$ cat src/rtl/node_bank_arbiter.sv
// node_bank_arbiter
//   Front end of one cache bank. NUM_PORTS network channels each feed a
//   private request FIFO. The FIFO heads are round-robin arbitrated onto the
//   single bank port. Read data is returned with the requester address on a
//   ready/valid response channel. Saturating read/write grant counters are
//   kept for statistics.
//
// Ports
//   clk, reset                  clock, synchronous active-high reset
//   reqValid/reqReady           per-channel request handshake
//   reqRead/reqWrite            per-channel request kind (write wins if both)
//   reqBankAddr/Requester/Data  flattened per-channel payload, channel i = slice i
//   cacheAddressIn/DataIn       registered bank command
//   memWrite                    registered bank write strobe
//   cacheDataOut                bank read data, READ_LATENCY cycles after command
//   respValid/respReady         read response handshake
//   respRequester/Data/Port     read response payload
//   readCount/writeCount        saturating grant counters

`ifndef DATA_WIDTH
`define DATA_WIDTH 16
`endif
`ifndef CACHE_BANK_ADDRESS_WIDTH
`define CACHE_BANK_ADDRESS_WIDTH 8
`endif
`ifndef NETWORK_ADDRESS_WIDTH
`define NETWORK_ADDRESS_WIDTH 4
`endif

module node_bank_arbiter #(
  parameter int NUM_PORTS       = 4,
  parameter int FIFO_DEPTH      = 4,
  parameter int DATA_WIDTH      = `DATA_WIDTH,
  parameter int BANK_ADDR_WIDTH = `CACHE_BANK_ADDRESS_WIDTH,
  parameter int NET_ADDR_WIDTH  = `NETWORK_ADDRESS_WIDTH,
  parameter int READ_LATENCY    = 1,
  parameter int STAT_WIDTH      = 16,
  localparam int PORT_WIDTH     = $clog2(NUM_PORTS)
) (
  input  logic                                 clk,
  input  logic                                 reset,
  input  logic [NUM_PORTS-1:0]                 reqValid,
  output logic [NUM_PORTS-1:0]                 reqReady,
  input  logic [NUM_PORTS-1:0]                 reqRead,
  input  logic [NUM_PORTS-1:0]                 reqWrite,
  input  logic [NUM_PORTS*BANK_ADDR_WIDTH-1:0] reqBankAddr,
  input  logic [NUM_PORTS*NET_ADDR_WIDTH-1:0]  reqRequester,
  input  logic [NUM_PORTS*DATA_WIDTH-1:0]      reqData,
  output logic [BANK_ADDR_WIDTH-1:0]           cacheAddressIn,
  output logic [DATA_WIDTH-1:0]                cacheDataIn,
  output logic                                 memWrite,
  input  logic [DATA_WIDTH-1:0]                cacheDataOut,
  output logic                                 respValid,
  input  logic                                 respReady,
  output logic [NET_ADDR_WIDTH-1:0]            respRequester,
  output logic [DATA_WIDTH-1:0]                respData,
  output logic [PORT_WIDTH-1:0]                respPort,
  output logic [STAT_WIDTH-1:0]                readCount,
  output logic [STAT_WIDTH-1:0]                writeCount
);

  localparam int PTR_WIDTH  = $clog2(FIFO_DEPTH);
  localparam int CNT_WIDTH  = PTR_WIDTH + 1;
  localparam int PIPE_WIDTH = READ_LATENCY + 1;
  localparam logic [CNT_WIDTH-1:0] DEPTH_COUNT = CNT_WIDTH'(FIFO_DEPTH);

  logic                       fifoIsWrite   [NUM_PORTS][FIFO_DEPTH];
  logic [BANK_ADDR_WIDTH-1:0] fifoAddr      [NUM_PORTS][FIFO_DEPTH];
  logic [NET_ADDR_WIDTH-1:0]  fifoRequester [NUM_PORTS][FIFO_DEPTH];
  logic [DATA_WIDTH-1:0]      fifoData      [NUM_PORTS][FIFO_DEPTH];
  logic [PTR_WIDTH-1:0]       rdPtr         [NUM_PORTS];
  logic [PTR_WIDTH-1:0]       wrPtr         [NUM_PORTS];
  logic [CNT_WIDTH-1:0]       count         [NUM_PORTS];

  logic [NUM_PORTS-1:0]       full;
  logic [NUM_PORTS-1:0]       push;
  logic [NUM_PORTS-1:0]       pop;
  logic [NUM_PORTS-1:0]       eligible;
  logic [NUM_PORTS-1:0]       headIsWrite;

  logic [PORT_WIDTH-1:0]      rrPtr;
  logic [PORT_WIDTH-1:0]      grantIdx;
  logic                       grantValid;
  logic                       grantIsWrite;
  logic                       readGrant;
  logic [BANK_ADDR_WIDTH-1:0] grantAddr;
  logic [NET_ADDR_WIDTH-1:0]  grantRequester;
  logic [DATA_WIDTH-1:0]      grantData;

  logic                       readBusy;
  logic [NET_ADDR_WIDTH-1:0]  tagRequester;
  logic [PORT_WIDTH-1:0]      tagPort;
  logic [PIPE_WIDTH-1:0]      readPipe;

  // Per-channel status. reqReady looks only at start-of-cycle occupancy, so a
  // full FIFO stays not-ready even in a cycle where its head is popped.
  // A head read is only eligible while no other read is outstanding.
  always_comb begin
    for (int i = 0; i < NUM_PORTS; i++) begin
      full[i]        = (count[i] == DEPTH_COUNT);
      headIsWrite[i] = fifoIsWrite[i][rdPtr[i]];
      push[i]        = reqValid[i] && !full[i] && (reqRead[i] || reqWrite[i]);
      eligible[i]    = (count[i] != '0) && (headIsWrite[i] || !readBusy);
    end
  end

  assign reqReady = ~full;

  // Round-robin search starting one past the last granted channel; the first
  // eligible channel in that order wins.
  always_comb begin
    int sum;
    logic [PORT_WIDTH-1:0] cand;
    grantValid = 1'b0;
    grantIdx   = '0;
    sum        = 0;
    cand       = '0;
    for (int k = 1; k <= NUM_PORTS; k++) begin
      sum = int'(rrPtr) + k;
      if (sum >= NUM_PORTS) sum = sum - NUM_PORTS;
      cand = PORT_WIDTH'(sum);
      if (!grantValid && eligible[cand]) begin
        grantValid = 1'b1;
        grantIdx   = cand;
      end
    end
  end

  // Payload of the granted head and the one-hot pop vector.
  always_comb begin
    for (int i = 0; i < NUM_PORTS; i++) begin
      pop[i] = grantValid && (grantIdx == PORT_WIDTH'(i));
    end
    grantIsWrite   = headIsWrite[grantIdx];
    grantAddr      = fifoAddr[grantIdx][rdPtr[grantIdx]];
    grantRequester = fifoRequester[grantIdx][rdPtr[grantIdx]];
    grantData      = fifoData[grantIdx][rdPtr[grantIdx]];
    readGrant      = grantValid && !grantIsWrite;
  end

  // FIFO storage needs no reset: only entries between the pointers are used.
  // A request with both flags set is stored as a write.
  always_ff @(posedge clk) begin
    for (int i = 0; i < NUM_PORTS; i++) begin
      if (push[i]) begin
        fifoIsWrite[i][wrPtr[i]]   <= reqWrite[i];
        fifoAddr[i][wrPtr[i]]      <= reqBankAddr[i*BANK_ADDR_WIDTH +: BANK_ADDR_WIDTH];
        fifoRequester[i][wrPtr[i]] <= reqRequester[i*NET_ADDR_WIDTH +: NET_ADDR_WIDTH];
        fifoData[i][wrPtr[i]]      <= reqData[i*DATA_WIDTH +: DATA_WIDTH];
      end
    end
  end

  // Control state: FIFO pointers, arbitration pointer, registered bank
  // command, read tracking and statistics. readPipe carries a read grant
  // through the command cycle plus READ_LATENCY bank cycles, so the response
  // is captured at grant edge + 1 + READ_LATENCY.
  always_ff @(posedge clk) begin
    if (reset) begin
      for (int i = 0; i < NUM_PORTS; i++) begin
        rdPtr[i] <= '0;
        wrPtr[i] <= '0;
        count[i] <= '0;
      end
      rrPtr          <= PORT_WIDTH'(NUM_PORTS - 1);
      memWrite       <= 1'b0;
      cacheAddressIn <= '0;
      cacheDataIn    <= '0;
      readBusy       <= 1'b0;
      tagRequester   <= '0;
      tagPort        <= '0;
      readPipe       <= '0;
      respValid      <= 1'b0;
      respRequester  <= '0;
      respData       <= '0;
      respPort       <= '0;
      readCount      <= '0;
      writeCount     <= '0;
    end else begin
      for (int i = 0; i < NUM_PORTS; i++) begin
        if (push[i]) wrPtr[i] <= wrPtr[i] + PTR_WIDTH'(1);
        if (pop[i])  rdPtr[i] <= rdPtr[i] + PTR_WIDTH'(1);
        case ({push[i], pop[i]})
          2'b10:   count[i] <= count[i] + CNT_WIDTH'(1);
          2'b01:   count[i] <= count[i] - CNT_WIDTH'(1);
          default: count[i] <= count[i];
        endcase
      end

      memWrite <= grantValid && grantIsWrite;
      if (grantValid) begin
        rrPtr          <= grantIdx;
        cacheAddressIn <= grantAddr;
        cacheDataIn    <= grantData;
        if (grantIsWrite) begin
          if (writeCount != '1) writeCount <= writeCount + STAT_WIDTH'(1);
        end else begin
          if (readCount != '1) readCount <= readCount + STAT_WIDTH'(1);
        end
      end

      readPipe <= (readPipe << 1) | PIPE_WIDTH'(readGrant);
      if (readGrant) begin
        readBusy     <= 1'b1;
        tagRequester <= grantRequester;
        tagPort      <= grantIdx;
      end

      // A read is only granted with readBusy low, so capture and handshake
      // never coincide.
      if (readPipe[READ_LATENCY]) begin
        respValid     <= 1'b1;
        respData      <= cacheDataOut;
        respRequester <= tagRequester;
        respPort      <= tagPort;
      end else if (respValid && respReady) begin
        respValid <= 1'b0;
        readBusy  <= 1'b0;
      end
    end
  end

endmodule
$ cat config.mk
export PLATFORM = sky130hd
export DESIGN_NAME = node_bank_arbiter
export DESIGN_NICKNAME = d
export VERILOG_FILES = /design/src/rtl/node_bank_arbiter.sv
export SDC_FILE = /design/constraint.sdc
export NUM_CORES = 1
export LEC_CHECK = 0
export BUFFER_PORTS_ARGS = -buffer_cell sky130_fd_sc_hd__buf_4
export CAP_MARGIN = 25
export CORE_ASPECT_RATIO = 1.4
export CORE_MARGIN = 2
export CORE_UTILIZATION = 35
export CTS_CLUSTER_SIZE = 14
export DETAILED_ROUTE_END_ITERATION = 8
export PLACE_DENSITY = 0.52
export RECOVER_POWER = 50
export SYNTH_ARGS = -nofsm -noshare
export SYNTH_HDL_FRONTEND = slang
export SYNTH_SLANG_ARGS = --single-unit
$ cat constraint.sdc
create_clock -name clk -period 3.9 [get_ports clk]
set_input_delay 0.195 -clock clk [delete_from_list [all_inputs] [get_ports clk]]
set_output_delay 0.195 -clock clk [all_outputs]
set_load 0.005 [all_outputs]
==> flow_metrics.env <==
export IMPL_ys_ff_latch=583
export IMPL_async_flop_share_pct=0
export IMPL_ios=227
export IMPL_setup_violations=0
export IMPL_arrival_ps=3990
export IMPL_slew_viol_final=59
export IMPL_coreArea_sq_mm=0.06758
export IMPL_total_power_mw=25.05
export IMPL_ant_nets=0
export IMPL_clk_path_buf_depth=3
export IMPL_r2r_cells=16
export IMPL_p_int_mw=15.00
export IMPL_pwr_share_comb_pct=44.8
export IMPL_synth_edf_count=492
export IMPL_synth_distinct_cells=54
export IMPL_dieArea_sq_mm=0.07021
export IMPL_cp_cell_sequence="mux4_2, o21a_1, a221oi_1, buf_4, o21ai_4, nor2_2, nand2_1, inv_1, ha_1, nand2b_1, xnor2_1, ha_1, nor2_1, mux2i_1, xor2_1, nor3_1"
export IMPL_worst_hold_slack_ps=82.60
export IMPL_gr_total_overflow=0
export IMPL_final_cell_mix="edfxtp_1 (492), nand2_1 (475), clkbuf_1 (148)"
export IMPL_yosysSeqAreaShare_pct=69.66
export IMPL_first_pass_iters=5
export IMPL_dieWidth_um=224.5
export IMPL_finalNonFillerCells=3149
export IMPL_multi_input_area_sq_mm=0.006743
export IMPL_drtIter0Drc=1271
export IMPL_worst_path_largest_cell_delay_ps=570
export IMPL_cts_tree="yes"
export IMPL_period_share_pct=93.98
export IMPL_fmax_ghz=0.2728
export IMPL_p_leak_nw=10.60
export IMPL_regToRegSetupSlack_ps=230
export IMPL_cp_num_buf_inv=2
export IMPL_tightest_slew_ps=2551
export IMPL_p_seq_share_pct=31.6
export IMPL_seq_area_sq_mm=0.01660
export IMPL_clkTransAtPathRegs_ps=60
export IMPL_drv_cap=1
export IMPL_status="finished with violations"
export IMPL_swShare_pct=40.13
export IMPL_dp_cells=2902
export IMPL_drt_vias_per_instance=5.131
export IMPL_yosys_warnings=0
export IMPL_drt_total_wl_mm=67.51
export IMPL_netlist_area_sq_mm=0.02383
export IMPL_violations="max-capacitance violations, max-slew violations"
export IMPL_synth_ff_type="edfxtp_1"
export IMPL_setup_tns_ps=0
export IMPL_grt_max_degree=210
export IMPL_syn_to_final_growth_pct=24.21
export IMPL_crit_required_ps=4230
export IMPL_numPortBuffers=226
export IMPL_place_gp_congestion=0.8249
export IMPL_wl_per_cell_um=21.44
export IMPL_worst_setup_path_type="flip-flop to flip-flop"
export IMPL_crit_path_frequent_cell="ha_1"
export IMPL_cp_depth=16
export IMPL_routed_via_count=16160
export IMPL_synth_fp_nets=2052
export IMPL_vdd_drop_max_mv=1.028
export IMPL_first_global_vias=16360
export IMPL_slew_limit_headroom_pct=-70.09
export IMPL_hold_viol=0
export IMPL_final_layout_size_suffix_gt1_share_pct=12.12
export IMPL_hold_depth=2
export IMPL_nNetsFinal=2412
export IMPL_min_period_ps=3665
export IMPL_rsz0062_at_grt="false"
export IMPL_critPathCaptureType="flip-flop"
export IMPL_clkLatencyLatePin_ps=650
export IMPL_numCtsBuffers=58
export IMPL_fin_util_pct=43.79
export IMPL_antenna_found_initial=6
export IMPL_cp_max_fo=6
export IMPL_grt_pass1_wl_mm=99.88
export IMPL_fillers=6347
export IMPL_p_sw_mw=10.05
export IMPL_die_h_um=312.7
export IMPL_final_common_cell="edfxtp_1"
export IMPL_htreeDepth=2
export IMPL_synth_avg_cell_area_sq_um=12.69
export IMPL_hpwl_mm=42.20
export IMPL_cts_root_buf="clkbuf_16"
export IMPL_hold_class="input pin to flip-flop"
export IMPL_slowest_stage="mux4_2"
export IMPL_powerDensity_mw_per_mm2=846.5
export IMPL_track_usage_pct=19.00
export IMPL_num_rows=113
export IMPL_finClkSkew_ps=52.66
export IMPL_drc_errors=0
export IMPL_start_util_pct=35.25
export IMPL_clkPwrFrac_pct=23.6
export IMPL_synthCells=1877
export IMPL_cts_sinks=583
export IMPL_crit_path_start_kind="flip-flop"
export IMPL_path_delay_family="multiplexers"
-- through the flow --
stage / worst slack (ps) / area (sq um)
after CTS: 175.1 / 30050
after floorplan: 164.7 / 23830
after detailed placement: 213.5 / 26680
after global placement: 370.0 / 26600
after global routing: 25.43 / 29590
final: 234.8 / 29590
-- power by group through the flow --
stage	Clock [mW]	Sequential, mW	Combinational, mW
floorplan	0	7.94	7.68
global placement	0	8.05	11.0
detailed placement	0	8.07	11.2
CTS	6.06	7.94	11.3
global route	6.29	7.99	12.4
finish	5.90	7.92	11.2
-- synth_stat cells, types with 11 or more instances --
| library cell | count | area share, % |
|---|---|---|
| buf_1 | 11 | 0.17 |
| nand3_1 | 37 | 0.78 |
| buf_2 | 23 | 0.48 |
| a21oi_1 | 14 | 0.29 |
| clkbuf_1 | 69 | 1.1 |
| and3_1 | 101 | 2.7 |
| xor2_1 | 17 | 0.62 |
| nand2b_1 | 14 | 0.37 |
| o21ai_0 | 43 | 0.90 |
| nor3_1 | 34 | 0.71 |
| o21ai_1 | 15 | 0.32 |
| ha_1 | 32 | 1.7 |
| mux2i_1 | 58 | 2.4 |
| a311oi_1 | 96 | 3.5 |
| edfxtp_1 | 492 | 62 |
| and2_1 | 19 | 0.50 |
| nand4_1 | 25 | 0.66 |
| dfxtp_1 | 91 | 7.6 |
| nand2_1 | 475 | 7.5 |
| xnor2_1 | 21 | 0.77 |
| nor2_1 | 77 | 1.2 |
| inv_1 | 24 | 0.38 |
-- final timing paths --
| check | start | end |
|---|---|---|
| hold / removal | reset | readCount[6] |
| hold reg to reg | readPipe[0] | readPipe[1] |
| setup / recovery | rdPtr[3][0] | count[0][8] |
| setup reg to reg | rdPtr[3][0] | count[0][8] |
-- cell type report --
cell class	count	share of cell area, %
Sequential cell	583	56.08
Multi-Input combinational cell	1160	22.78
Timing Repair Buffer	410	10.29
Clock buffer	87	5.640
Tap cell	862	3.644
Clock inverter	21	1.247
Inverter	24	0.3044
Antenna cell	2	0.01691
-- logic make-up after synthesis --
family | share of synthesized area, %
mux | 3.014
flops | 69.66
simple gates | 15.69
buf+inv | 2.400
compound gates | 6.165
fa+ha+maj | 1.680
xor+xnor | 1.397
-- state kept, by name, indices dropped and copies added, names as in the netlist, 8 cells and up --
register	flops
fifoIsWrite	16
count	12
readCount	16
fifoRequester	64
rdPtr	8
cacheDataIn	16
wrPtr	8
cacheAddressIn	8
respData	16
fifoAddr	128
fifoData	256
writeCount	16
-- routing by layer --
metal	global-route usage, %	up-vias	part of all wire [%]
met5	0	-	0.068
met4	6.231	8	3.0
met3	2.887	112	5.2
met2	33.78	475	50
met1	23.59	7993	41
li1	-	7571	-
-- what timing repair did --
| action | CTS | global route |
|---|---|---|
| gates resized for setup | 0 | 2 |
| endpoints found under the hold margin | 482 | 0 |
| endpoints found under the setup margin | 0 | 6 |
| setup buffers | 0 | 4 |
| hold buffers | 133 | 0 |
(Power assumes the default switching activity.)
